==> src/rtl/msc_pkg.sv <==
// msc_pkg: shared FSM state, edge-mode encodings and qualification counter width
package msc_pkg;

    typedef enum logic [1:0] {IDLE, QUAL, CAPTURE, WAIT_LOW} state_e;

    localparam logic [1:0] EDGE_NONE = 2'b00;
    localparam logic [1:0] EDGE_RISE = 2'b01;
    localparam logic [1:0] EDGE_FALL = 2'b10;
    localparam logic [1:0] EDGE_BOTH = 2'b11;

    localparam int CNT_W = 4;

endpackage

==> src/rtl/multi_sync_capture_if.sv <==
// msc_if: source-facing bundle of multi_sync_capture; rej_cnt exists only with MSC_REJECT_CNT_EN
interface msc_if #(
    parameter int N_CH   = 4,
    parameter int DATA_W = 8
);
    logic              ena;
    logic [N_CH-1:0]   async_in;
    logic [1:0]        edge_mode;
    logic [N_CH-1:0]   lvl_out;
    logic [N_CH-1:0]   evt_out;
    logic              stb_async;
    logic [DATA_W-1:0] data_async;
    logic [DATA_W-1:0] data_out;
    logic              data_vld;
    logic              ack_out;
    logic              busy;
`ifdef MSC_REJECT_CNT_EN
    logic [7:0]        rej_cnt;
`endif

    modport slave (
        input  ena, async_in, edge_mode, stb_async, data_async,
`ifdef MSC_REJECT_CNT_EN
        output rej_cnt,
`endif
        output lvl_out, evt_out, data_out, data_vld, ack_out, busy
    );

    modport master (
        output ena, async_in, edge_mode, stb_async, data_async,
`ifdef MSC_REJECT_CNT_EN
        input  rej_cnt,
`endif
        input  lvl_out, evt_out, data_out, data_vld, ack_out, busy
    );

endinterface

==> src/rtl/sync_chain.sv <==
// sync_chain: WIDTH-bit multi-flop synchronizer, STAGES deep (STAGES >= 2)
module sync_chain #(
    parameter int WIDTH  = 1,
    parameter int STAGES = 2
) (
    input  logic             clk,
    input  logic             rst,
    input  logic [WIDTH-1:0] d,
    output logic [WIDTH-1:0] q
);

    logic [STAGES-1:0][WIDTH-1:0] stage_q, stage_d;

    always_comb stage_d = {stage_q[STAGES-2:0], d};

    always_ff @(posedge clk) begin
        if (rst) stage_q <= '0;
        else     stage_q <= stage_d;
    end

    assign q = stage_q[STAGES-1];

endmodule

==> src/rtl/multi_sync_capture.sv <==
// multi_sync_capture: synchronized level/edge channels plus debounced bundled-data capture with 4-phase ack.
// Define MSC_REJECT_CNT_EN to add the saturating rejected-strobe counter rej_cnt.
module multi_sync_capture
    import msc_pkg::*;
#(
    parameter int N_CH       = 4,
    parameter int STAGES     = 2,
    parameter int DATA_W     = 8,
    parameter int STABLE_CYC = 2
) (
    input logic  clk,
    input logic  rst,
    msc_if.slave bus
);

    logic [N_CH-1:0]   lvl, prev_q, prev_d, evt_q, evt_d;
    logic              stb_s, rise_en, fall_en;
    state_e            state_q, state_d;
    logic [CNT_W-1:0]  cnt_q, cnt_d;
    logic [DATA_W-1:0] data_q, data_d;
    logic              vld_q, vld_d, ack_q, ack_d;

    sync_chain #(.WIDTH(N_CH), .STAGES(STAGES)) u_ch_sync (
        .clk (clk),
        .rst (rst),
        .d   (bus.async_in),
        .q   (lvl)
    );

    sync_chain #(.WIDTH(1), .STAGES(STAGES)) u_stb_sync (
        .clk (clk),
        .rst (rst),
        .d   (bus.stb_async),
        .q   (stb_s)
    );

    always_comb begin
        rise_en = bus.edge_mode == EDGE_RISE || bus.edge_mode == EDGE_BOTH;
        fall_en = bus.edge_mode == EDGE_FALL || bus.edge_mode == EDGE_BOTH;
        prev_d  = lvl;
        evt_d   = (bus.ena && bus.edge_mode != EDGE_NONE)
                ? ((lvl & ~prev_q & {N_CH{rise_en}}) | (~lvl & prev_q & {N_CH{fall_en}}))
                : '0;
    end

    always_ff @(posedge clk) begin
        if (rst) begin
            prev_q <= '0;
            evt_q  <= '0;
        end else begin
            prev_q <= prev_d;
            evt_q  <= evt_d;
        end
    end

    always_ff @(posedge clk) begin
        if (rst) begin
            state_q <= IDLE;
            cnt_q   <= '0;
            data_q  <= '0;
            vld_q   <= 1'b0;
            ack_q   <= 1'b0;
        end else begin
            state_q <= state_d;
            cnt_q   <= cnt_d;
            data_q  <= data_d;
            vld_q   <= vld_d;
            ack_q   <= ack_d;
        end
    end

    // strobe must stay high STABLE_CYC qualified cycles; losing it or ena aborts qualification
    always_comb begin
        state_d = state_q;
        cnt_d   = cnt_q;
        case (state_q)
            IDLE: begin
                if (stb_s && bus.ena) begin
                    state_d = QUAL;
                    cnt_d   = CNT_W'(1);
                end
            end
            QUAL: begin
                if (!stb_s || !bus.ena)                 state_d = IDLE;
                else if (cnt_q == CNT_W'(STABLE_CYC))   state_d = CAPTURE;
                else                                    cnt_d   = cnt_q + CNT_W'(1);
            end
            CAPTURE:  state_d = WAIT_LOW;
            WAIT_LOW: state_d = stb_s ? WAIT_LOW : IDLE;
            default:  state_d = IDLE;
        endcase
    end

    always_comb begin
        data_d = (state_q == CAPTURE) ? bus.data_async : data_q;
        vld_d  = state_q == CAPTURE;
        ack_d  = (state_q == CAPTURE) ? 1'b1 : (state_q == WAIT_LOW && !stb_s) ? 1'b0 : ack_q;
    end

`ifdef MSC_REJECT_CNT_EN
    logic [7:0] rej_q, rej_d;

    always_comb rej_d = (state_q == QUAL && (!stb_s || !bus.ena) && rej_q != 8'hFF) ? rej_q + 8'd1 : rej_q;

    always_ff @(posedge clk) begin
        if (rst) rej_q <= '0;
        else     rej_q <= rej_d;
    end

    assign bus.rej_cnt = rej_q;
`endif

    assign bus.lvl_out  = lvl;
    assign bus.evt_out  = evt_q;
    assign bus.data_out = data_q;
    assign bus.data_vld = vld_q;
    assign bus.ack_out  = ack_q;
    assign bus.busy     = state_q != IDLE;

endmodule

==> src/flat_wrapper.sv <==
// flat-port wrapper written by rule: the top's interface ports become plain ports
module multi_sync_capture_flat import msc_pkg::*;
#(
    parameter int N_CH       = 4,
    parameter int STAGES     = 2,
    parameter int DATA_W     = 8,
    parameter int STABLE_CYC = 2
)
  (clk, rst, bus_ena, bus_async_in, bus_edge_mode, bus_stb_async, bus_data_async, bus_lvl_out, bus_evt_out, bus_data_out, bus_data_vld, bus_ack_out, bus_busy);
  msc_if #(.N_CH(N_CH), .DATA_W(DATA_W)) bus_i ();
  input logic clk;
  input logic rst;
  input wire logic [$bits(bus_i.ena)-1:0] bus_ena;
  input wire logic [$bits(bus_i.async_in)-1:0] bus_async_in;
  input wire logic [$bits(bus_i.edge_mode)-1:0] bus_edge_mode;
  input wire logic [$bits(bus_i.stb_async)-1:0] bus_stb_async;
  input wire logic [$bits(bus_i.data_async)-1:0] bus_data_async;
  output wire logic [$bits(bus_i.lvl_out)-1:0] bus_lvl_out;
  output wire logic [$bits(bus_i.evt_out)-1:0] bus_evt_out;
  output wire logic [$bits(bus_i.data_out)-1:0] bus_data_out;
  output wire logic [$bits(bus_i.data_vld)-1:0] bus_data_vld;
  output wire logic [$bits(bus_i.ack_out)-1:0] bus_ack_out;
  output wire logic [$bits(bus_i.busy)-1:0] bus_busy;
  assign bus_i.ena = bus_ena;
  assign bus_i.async_in = bus_async_in;
  assign bus_i.edge_mode = bus_edge_mode;
  assign bus_i.stb_async = bus_stb_async;
  assign bus_i.data_async = bus_data_async;
  assign bus_lvl_out = bus_i.lvl_out;
  assign bus_evt_out = bus_i.evt_out;
  assign bus_data_out = bus_i.data_out;
  assign bus_data_vld = bus_i.data_vld;
  assign bus_ack_out = bus_i.ack_out;
  assign bus_busy = bus_i.busy;
  multi_sync_capture #(.N_CH(N_CH), .STAGES(STAGES), .DATA_W(DATA_W), .STABLE_CYC(STABLE_CYC)) u_core (.clk(clk), .rst(rst), .bus(bus_i));
endmodule
==> config.mk <==
export PLATFORM = sky130hd
export DESIGN_NAME = multi_sync_capture_flat
export DESIGN_NICKNAME = d
export VERILOG_FILES = /design/src/rtl/msc_pkg.sv /design/src/rtl/multi_sync_capture_if.sv /design/src/rtl/sync_chain.sv /design/src/rtl/multi_sync_capture.sv /design/src/flat_wrapper.sv
export SDC_FILE = /design/constraint.sdc
export NUM_CORES = 1
export LEC_CHECK = 0
export ABC_AREA = 0
export CAP_MARGIN = 10
export CORE_UTILIZATION = 49
export DETAILED_ROUTE_END_ITERATION = 16
export PLACE_DENSITY = 0.82
export SYNTH_ARGS = -nofsm -noshare
export SYNTH_HDL_FRONTEND = slang
export SYNTH_SLANG_ARGS = --single-unit
==> constraint.sdc <==
create_clock -name clk -period 3.7 [get_ports clk]
set_clock_uncertainty 0.2 [all_clocks]
set_input_delay 0.37 -clock clk [delete_from_list [all_inputs] [get_ports clk]]
set_output_delay 0.37 -clock clk [all_outputs]
set_load 0.03 [all_outputs]
==> metrics.md, run 1 <==
| Metric | Value |
|---|---|
| Biggest area contributors in the synthesized netlist | `dfxtp_1, nor2b_1, a21oi_1, nand2_1, nand3b_1` |
| Final core utilization | `between 70 and 80%` |
| Crit path max fanout | `11` |
| Met3 track demand over resource | `6.667%` |
| Number of global-route vias before repair | `933` |
| Buffer count from post-CTS setup fixing | `0` |
| Number of buffers created by CTS | `5` |
| Sequential fraction of the synthesis area | `53.97%` |
| Max-Slew Margin vs Limit | `between 60% and 70%` |
| Met2 GRT Util | `32.49%` |
| Area overhead of the layout relative to synthesis | `37.90%` |
| Reg-to-Reg Start | `u_core.cnt_q[0]$_SDFFE_PP0P_` |
| Ratio of final minimum period to clock period | `about three fifths` |
| Number of DRC violations after detailed routing | `0` |
| Result of the run | `finished, final reports clean` |
| Async S/R FF share, synth | `0%` |
| Global-route wire length before repair | `~3800 µm` |
| Time the worst path needs with I/O delays and setup | `between 2000 and 2500 ps` |
| Via count | `~1000` |
| Critical path origin | `u_core.state_q[1]$_SDFFE_PP0P_` |
| Number of H-tree levels | `2` |
| Routed vias/inst | `5.107` |
| Data arrival time of the worst path | `between 1500 and 2000 ps` |
| Unrepaired setup endpoints after global routing | `no` |
| # rows | `18` |
| Number of buffers inserted for hold repair after clock tree synthesis | `0` |
| Global-route congestion overflow total | `0` |
| Met1 Resource Use GR | `about 22%` |
| WL final | `2379 µm` |
| Die Wd | `52.74 µm` |
| Number of synthesized register bits | `34` |
| Tot GR Track Use | `approximately a fifth` |
| Synth cell types | `30` |
| GPL Wtd Cong | `about 0.84` |
| Clock transition at the register clock pins on the worst setup and hold paths after CTS | `about 100 ps` |
| Hold violation count in the final report | `0` |
| Worst-case vdd ir drop | `0.0004311 V` |
| Actual slew at the worst max-slew pin | `between 500 and 600 ps` |
| Fillers | `between 150 and 200` |
| Startpoint type of the worst setup path | `flip-flop` |
| Fraction of final layout cells sized beyond drive strength 1 | `8.982%` |
| Area of the mapped netlist | `~1300 µm²` |
| Hold Path Origin | `u_core.u_ch_sync.stage_d[5]$_SDFF_PP0_` |
| Die boundary height | `around 53 µm` |
| CTS Root Buffer Type | `clkbuf_4` |
| Initial Util | `51.38%` |
| Post-route ant nets | `0` |
| Power Density | `approximately 440 nW/µm²` |
| I/O Buffers | `36` |
| Ant diodes | `0` |
| Setup violators final | `0` |
| Final setup TNS | `0 ps` |
| Post-route worst hold slack | `244.7 ps` |
| Synth top area share | `53.97%` |
| Iteration-0 DRC count of the detailed router | `12` |
| Avg Inst Size Synth | `9.853 µm²` |
| Yosys warning total | `0` |
| Crit Path Category | `reg -> out` |
| HPWL after DPL | `~1700 µm` |
| Static power due to leakage | `0.6117 nW` |
| Clock insertion delay at the later pin of the skew report | `320 ps` |
| Hold/Removal Path Class | `reg -> reg` |
| Clock Sink Count | `34` |
| Resized cells post-CTS | `0` |
| Max-slew violation total from the final report | `0` |
| Count of max-cap constraint violations | `0` |
| Average wire per standard cell | `around 12 µm` |
| Layer with the highest usage after global routing | `met2` |
| Final net count | `~190` |
| Endpoint required time on the critical path | `between 3000 and 4000 ps` |
| Maximum number of pins on one net before global-route repair | `19` |
| Post-synth top flop | `dfxtp_1` |
| Number of enable-type register cells in the synthesized netlist | `0` |
| Power consumption | `0.7701 mW` |
| Area of the die | `roughly 2800 µm²` |
| Leading area contributor after synthesis | `dfxtp_1` |
| DRT Pass-1 Iters | `4` |
| Number of nets in the synthesized netlist | `around 150` |
| Maximum buffer depth of the clock tree | `2` |
| Synthesized instance count | `~130` |
| Clock tree from TritonCTS | `built` |
| Antenna violations before repair | `0` |
| Peak clock frequency supported by timing | `440.2 MHz` |
| I/O pin count | `37` |
| Area inside the core boundary | `2455 µm²` |
| Nature of the critical path endpoint | `output pin` |
cell usage after synthesis (2+ instances only):
cell       n
inv_1      4
buf_6      2
dfxtp_1   34
nand2_1   18
nor2b_1   15
nand2b_1   4
nand3b_1   9
ha_1       2
a21oi_1   16
clkbuf_1   3
nand3_1    2
metal layers:
metal / vias up / wire (µm)
met4: 0 / 43
met1: 461 / 1059
met2: 24 / 1158
met5: - / 0
met3: 7 / 118
li1: 514 / -
registers in the layout, indices dropped and copies added (netlist names):
signal / count
u_core.bus.data_vld: 1
u_core.u_ch_sync.q: 4
u_core.bus.ack_out: 1
u_core.u_stb_sync.stage_d: 1
u_core.bus.data_out: 8
u_core.cnt_q: 4
u_core.u_stb_sync.q: 1
u_core.u_ch_sync.stage_d: 4
u_core.state_q: 2
u_core.bus.evt_out: 4
u_core.prev_q: 4
worst paths after layout:
check / end / slack [ps] / depth (start not counted)
hold reg to reg: u_core.u_ch_sync.q[1]$_SDFF_PP0_ / 240 / 1
setup / recovery: bus_busy / 1430 / 2
hold / removal: u_core.u_ch_sync.q[1]$_SDFF_PP0_ / 240 / 1
setup reg to reg: u_core.cnt_q[3]$_SDFFE_PP0P_ / 2020 / 5
cell type report:
cell class | count | area, µm² | area share, %
repair buffers | 37 | 367.9 | 21.15
multi-input cells | 84 | 526.8 | 30.29
inverters | 4 | 15.01 | 0.8633
flip-flops and latches | 34 | 680.7 | 39.14
clock buffers | 6 | 51.30 | 2.950
well taps | 30 | 37.54 | 2.158
clock inverters | 2 | 60.06 | 3.453
cells in the final DEF (no fill, tap or decap):
cell and n:
clkdlybuf4s50_1 36, dfxtp_1 34, nand2_1 18, a21oi_1 16, nor2b_1 15, nand3b_1 9
clkbuf_4 5, inv_1 4, nand2b_1 4, nand3_1 2, ha_1 2, bufinv_16 2
or2_2 1, and2b_1 1, and3b_1 1, or3b_4 1, and4b_1 1, a31oi_1 1
a311oi_1 1, and4bb_4 1, o31ai_1 1, nor3b_1 1, o21ai_0 1, nor2_1 1
and3_4 1, a211oi_2 1, nor3_1 1, a2111oi_2 1, or3_1 1, o32ai_1 1
clkbuf_8 1, buf_4 1
worst max-delay path: stages (launching register included):
cell             delay, ps
dfxtp_1                530
or2_2                  180
clkdlybuf4s50_1        660
power by group:
part / internal [mW] / leakage, nW / switching [mW]
Combinational: 0.0268 / 0.277 / 0.0185
Clock: 0.229 / 0.0585 / 0.119
Sequential: 0.373 / 0.277 / 0.00407
Total: 0.629 / 0.612 / 0.141
kinds of logic after synthesis:
family	synth area share, %
AO/OA/AOI/OAI	11.41
flip-flops	53.97
buffers and inverters	4.265
adder cells (fa/ha/maj)	1.984
AND/OR/NAND/NOR	28.37
stage by stage:
step	setup WS (ps)	instance area [µm²]	instances
2_1_floorplan	2156	1261	128
3_3_place_gp	1550	1628	189
3_5_place_dp	1511	1628	189
4_1_cts	1420	1739	197
5_1_grt	1363	1739	197
6_report	1428	1739	197
No activity file was read; power rests on OpenSTA's default activity.
==> inputs of run 2 (changes only) <==
CORE_UTILIZATION = 41   (was 49)
PLACE_DENSITY = 0.74   (was 0.82)
clock period = 1.9 ns   (was 3.7 ns; I/O delays follow)
==> metrics.md, run 2 (synthesized netlist as in run 1, its figures left out) <==
| Metric | Value |
|---|---|
| Instance area at placement | `1644 µm²` |
| CTS Root Buffer Type | `clkbuf_4` |
| FF-to-FF path depth | `5` |
| Number of H-tree levels | `2` |
| Leading cell types in the layout, fill and taps excluded | `clkdlybuf4s50_1, dfxtp_1, nand2_1` |
| Clock Sink Count | `34` |
| Instance count on the critical path | `1` |
| Post-route ant nets | `0` |
| I/O pin count | `37` |
| Most common cell after layout, fill and taps aside | `clkdlybuf4s50_1` |
| Endpoint required time on the critical path | `1510 ps` |
| Global-route congestion overflow total | `0` |
| Clock tree from TritonCTS | `built` |
| Max-Slew Margin vs Limit | `~74%` |
| Area inside the core boundary | `around 2800 µm²` |
| Maximum single-stage delay on the critical path | `around 690 ps` |
| Max-slew violation total from the final report | `0` |
| Number of buffers created by CTS | `5` |
| Hold Path Origin | `bus_data_async[2]` |
| Average wire per standard cell | `~13 µm` |
| Number of buffers inserted for hold repair after clock tree synthesis | `0` |
| DRT Pass-1 Iters | `9` |
| Unrepaired setup endpoints after global routing | `no` |
| Cell depth of the worst min-delay path | `3` |
| Area overhead of the layout relative to synthesis | `38.69%` |
| GPL Wtd Cong | `about 0.7` |
| Actual slew at the worst max-slew pin | `about 400 ps` |
| Reg-to-Reg Start | `u_core.cnt_q[0]$_SDFFE_PP0P_` |
| Number of global-route vias before repair | `about 920` |
| Hold/Removal Path Class | `in -> reg` |
| Iteration-0 DRC count of the detailed router | `15` |
| Ant diodes | `0` |
| Ratio of final minimum period to clock period | `94.51%` |
| Critical path origin | `u_core.u_ch_sync.q[1]$_SDFF_PP0_` |
| # placed instances | `between 150 and 200` |
| Setup violators final | `0` |
| Crit Path Category | `reg -> out` |
| Crit path max fanout | `4` |
| WL final | `2519 µm` |
| Die Wd | `between 50 and 60 µm` |
| Die boundary height | `roughly 57 µm` |
| Final net count | `~190` |
| Area of the die | `about 3300 µm²` |
| Power Density | `roughly 850 nW/µm²` |
| HPWL after DPL | `approximately 1800 µm` |
| Worst-case vdd ir drop | `about 0.00051 V` |
| Via count | `985` |
| Number of DRC violations after detailed routing | `2` |
| Antenna violations before repair | `0` |
| Flip-flop count of the largest register, all copies and words added | `8` |
| Clock insertion delay at the later pin of the skew report | `around 340 ps` |
| Destination of the worst hold path | `u_core.bus.data_out[2]$_SDFFE_PP0P_` |
| Time the worst path needs with I/O delays and setup | `approximately 1800 ps` |
| Endpoint of the worst register-to-register path | `u_core.cnt_q[3]$_SDFFE_PP0P_` |
| Data arrival time of the worst path | `1410 ps` |
| Result of the run | `finished with violations` |
| Clock transition at the register clock pins on the worst setup and hold paths after CTS | `roughly 110 ps` |
| Peak clock frequency supported by timing | `556.9 MHz` |
| Fillers | `256` |
| Post-route insts no fill | `200` |
| Worst R2R Setup Slack | `230 ps` |
| Nature of the critical path endpoint | `output pin` |
| Global-route wire length before repair | `~4100 µm` |
| # rows | `19` |
| I/O Buffers | `36` |
| Fraction of final layout cells sized beyond drive strength 1 | `between 10% and 20%` |
| Maximum buffer depth of the clock tree | `2` |
| Hold violation count in the final report | `0` |
| Top delay family on crit path | `buffers and inverters` |
| Maximum number of pins on one net before global-route repair | `22` |
| Power consumption | `1.484 mW` |
| Critical Path Slowest Stage Cell | `clkdlybuf4s50_1` |
| Startpoint type of the worst setup path | `flip-flop` |
| Initial Util | `about 45%` |
| Final setup TNS | `0 ps` |
| Tot GR Track Use | `17.07%` |
| Buffer count from post-CTS setup fixing | `0` |
| Violated checks | `DRC` |
| Critical-path cell list | `clkdlybuf4s50_1` |
| Count of max-cap constraint violations | `0` |
| Buffers and inverters on the worst path | `1` |
| Non-Filler Cell Area, Final | `roughly 1700 µm²` |
| Routed vias/inst | `4.925` |
| Static power due to leakage | `around 0.62 nW` |
==> run 2: changes by cell type in the layout (fill, tap and decap cells not counted) <==
cell and delta:
buf_4 +2, clkbuf_8 -1, clkdlybuf4s50_1 -1, clkinv_4 +1, dlygate4sd2_1 +1
==> run 2: report_power, final <==
group / switching (mW) / total [mW] / internal, mW / leakage (nW)
combinational: 0.0364 / 0.0898 / 0.0534 / 0.292
clock: 0.248 / 0.660 / 0.412 / 0.0554
sequential: 0.00758 / 0.734 / 0.727 / 0.277
==> run 2: area by class of cell <==
| class | instances | area [µm²] | share of cell area (%) |
|---|---|---|---|
| flip-flops and latches | 34 | 680.7 | 38.91 |
| multi-input cells | 84 | 526.8 | 30.11 |
| repair buffers | 39 | 381.6 | 21.82 |
| clock inverters | 3 | 68.82 | 3.934 |
| well taps | 31 | 38.79 | 2.217 |
| clock buffers | 5 | 37.54 | 2.146 |
| inverters | 4 | 15.01 | 0.8584 |
==> run 2: per-stage QoR <==
stage	utilization (%)	setup slack, ps	hold slack [ps]
after floorplan	-	355.5	118.2
after global placement	58.12	267.5	217.7
after detailed placement	58.12	227.2	225.0
after CTS	61.83	84.63	182.0
after global routing	61.83	27.50	173.1
final	61.83	104.3	191.9
==> run 2: how the worst max path moves through the flow <==
stage / endpoint / slack [ps]
floorplan: u_core.cnt_q[3]$_SDFFE_PP0P_ / 360
global placement: bus_busy / 270
detailed placement: u_core.cnt_q[3]$_SDFFE_PP0P_ / 230
CTS: bus_lvl_out[1] / 80
global route: bus_lvl_out[1] / 30
finish: bus_lvl_out[1] / 100
==> run 2: routing by layer <==
metal / routed length (µm) / part of all wire, % / global-route usage, % / vias to the layer above
li1: - / - / - / 514
met1: 1076 / 43 / 18.19 / 447
met2: 1293 / 51 / 28.74 / 19
met3: 90 / 3.6 / 6.349 / 5
met4: 58 / 2.3 / 10.10 / 0
met5: 0 / 0 / 0 / -
==> run 2: what timing repair did <==
item	4_1_cts	5_1_grt
endpoints found under the setup margin	1	0
hold endpoints to repair	0	0
resized for setup	1	0
==> inputs of run 3 (changes only) <==
GPL_TIMING_DRIVEN = 0   (was unset)
==> metrics.md, run 3 (synthesized netlist as in run 1, its figures left out) <==
| Metric | Value |
|---|---|
| Result of the run | `finished with violations` |
| Violated checks | `DRC` |
| Critical Path Slowest Stage Cell | `dlygate4sd2_1` |
| Leading cell types in the layout, fill and taps excluded | `clkdlybuf4s50_1, dfxtp_1, nand2_1` |
| Number of H-tree levels | `2` |
| Setup violators final | `0` |
| Area of the die | `3302 µm²` |
| Hold/Removal Path Class | `in -> reg` |
| # rows | `19` |
| Non-Filler Cell Area, Final | `1723 µm²` |
| Via count | `roughly 1000` |
| WL final | `approximately 2500 µm` |
| Count of max-cap constraint violations | `0` |
| Die boundary height | `~57 µm` |
| I/O Buffers | `36` |
| Power Density | `slightly above 700 nW/µm²` |
| Least setup slack across all paths after layout | `between 70 and 80 ps` |
| Max-slew violation total from the final report | `0` |
| Final net count | `191` |
| CTS Root Buffer Type | `clkbuf_4` |
| Area inside the core boundary | `~2800 µm²` |
| Clock tree from TritonCTS | `built` |
| Crit path max fanout | `10` |
| Fillers | `between 200 and 300` |
| Placement Setup Slack | `about 200 ps` |
| Sequential power share | `approximately 60%` |
| Die Wd | `~57 µm` |
| Clock transition at the register clock pins on the worst setup and hold paths after CTS | `100 ps` |
| Cell depth of the worst min-delay path | `3` |
| DRT Pass-1 Iters | `10` |
| Maximum buffer depth of the clock tree | `2` |
| Maximum number of pins on one net before global-route repair | `12` |
| Time the worst path needs with I/O delays and setup | `between 1500 and 2000 ps` |
| Global-route wire length before repair | `around 4000 µm` |
| I/O pin count | `37` |
| Initial Util | `~45%` |
| Number of DRC violations after detailed routing | `2` |
| Data arrival time of the worst path | `between 1000 and 1500 ps` |
| Clock insertion delay at the later pin of the skew report | `340 ps` |
| Instance area at placement | `about 1700 µm²` |
| Portion of total power attributed to combinational logic | `under 10%` |
| Hold violation count in the final report | `0` |
| Final setup TNS | `0 ps` |
| Global-route congestion overflow total | `0` |
| GPL Wtd Cong | `a little under 0.8` |
| Routed vias/inst | `about 5` |
| Worst R2R Setup Slack | `220 ps` |
| Antenna violations before repair | `0` |
| Actual slew at the worst max-slew pin | `between 400 and 500 ps` |
| HPWL after DPL | `1881 µm` |
| Ant diodes | `0` |
| Critical-path cell list | `buf_6 -> or2_2 -> dlygate4sd2_1` |
| Number of global-route vias before repair | `approximately 940` |
| Hold Path Origin | `bus_data_async[0]` |
| Unrepaired setup endpoints after global routing | `no` |
| Pint | `roughly 0.96 mW` |
| Endpoint of the worst register-to-register path | `u_core.cnt_q[3]$_SDFFE_PP0P_` |
| FF-to-FF path depth | `5` |
| Number of buffers created by CTS | `5` |
| Iteration-0 DRC count of the detailed router | `48` |
| Endpoint required time on the critical path | `1510 ps` |
| Psw | `0.2911 mW` |
| Worst-case vdd ir drop | `0.0005330 V` |
| Power consumption | `1.249 mW` |
| Post-route ant nets | `0` |
| Relative contribution of the clock network to total power | `about a third` |
| Ratio of final minimum period to clock period | `95.84%` |
| Startpoint type of the worst setup path | `flip-flop` |
| Destination of the worst hold path | `u_core.bus.data_out[0]$_SDFFE_PP0P_` |
| Clock Sink Count | `34` |
| Tot GR Track Use | `approximately 17%` |
| Average wire per standard cell | `12.40 µm` |
| Peak clock frequency supported by timing | `549.2 MHz` |
| Most common cell after layout, fill and taps aside | `clkdlybuf4s50_1` |
| Area overhead of the layout relative to synthesis | `36.61%` |
| Nature of the critical path endpoint | `output pin` |
| Crit Path Category | `reg -> out` |
| Maximum single-stage delay on the critical path | `approximately 360 ps` |
| Static power due to leakage | `0.6053 nW` |
| Flip-flop count of the largest register, all copies and words added | `8` |
| Max-Slew Margin vs Limit | `70.32%` |
| Post-route worst hold slack | `189.3 ps` |
| Reg-to-Reg Start | `u_core.cnt_q[0]$_SDFFE_PP0P_` |
| Fraction of final layout cells sized beyond drive strength 1 | `just under 10%` |
| Share of total power consumed by net switching | `roughly a quarter` |
## run 3: cell count changes in the layout (fill, tap and decap cells not counted), moves of 2 or more
| cell | delta |
|---|---|
| buf_4 | -3 |
| bufinv_16 | -2 |
| clkbuf_1 | +3 |
| buf_6 | +2 |
## run 3: per-stage QoR
step / util (%) / instances
after floorplan: - / 128
after global placement: 58.69 / 195
after detailed placement: 58.69 / 195
after CTS: 60.90 / 203
after global routing: 60.90 / 203
final: 60.90 / 203
## run 3: worst max path at each step
stage               slack, ps                      endpoint                      startpoint  cells after the start
finish                     80                      bus_busy  u_core.state_q[1]$_SDFFE_PP0P_                      3
global route               20                      bus_busy  u_core.state_q[1]$_SDFFE_PP0P_                      3
CTS                        60                      bus_busy  u_core.state_q[1]$_SDFFE_PP0P_                      3
detailed placement        200                      bus_busy  u_core.state_q[1]$_SDFFE_PP0P_                      3
global placement          200                      bus_busy  u_core.state_q[1]$_SDFFE_PP0P_                      3
floorplan                 360  u_core.cnt_q[3]$_SDFFE_PP0P_    u_core.cnt_q[0]$_SDFFE_PP0P_                      5
## run 3: repair_timing
action,4_1_cts,5_1_grt
setup buffers,0,0
setup endpoints to repair,1,0
hold buffers,0,0
resized for setup,1,0
## run 3: metal layers
layer  vias up  track usage (%)  share of wire, %
met1       472            18.52                43
met4         0            8.362               2.1
met3         5            7.029               4.2
met5         -                0                 0
li1        519                -                 -
met2        21            28.41                51
## run 3: area by class of cell
type / count / area (µm²) / share of cell area (%)
inverters: 4 / 15.01 / 0.8715
repair buffers: 36 / 359.1 / 20.84
clock buffers: 6 / 51.30 / 2.977
clock inverters: 2 / 12.51 / 0.7262
plain buffers: 6 / 38.79 / 2.251
flip-flops and latches: 34 / 680.7 / 39.51
multi-input cells: 84 / 526.8 / 30.57
well taps: 31 / 38.79 / 2.251
## run 3: power groups by stage
stage	Clock, mW	Combinational, mW	Sequential (mW)
finish	0.423	0.0915	0.735
global route	0.466	0.0984	0.737
CTS	0.428	0.0922	0.735
detailed placement	0	0.0920	0.751
global placement	0	0.0895	0.750
floorplan	0	0.0283	0.758
## run 3: worst max-delay path: cells and delay by family, from the launching register on
family	cells	cell delay [ps]
DFF	1	330
buffers and inverters	2	490
and+or+nand+nor	1	280
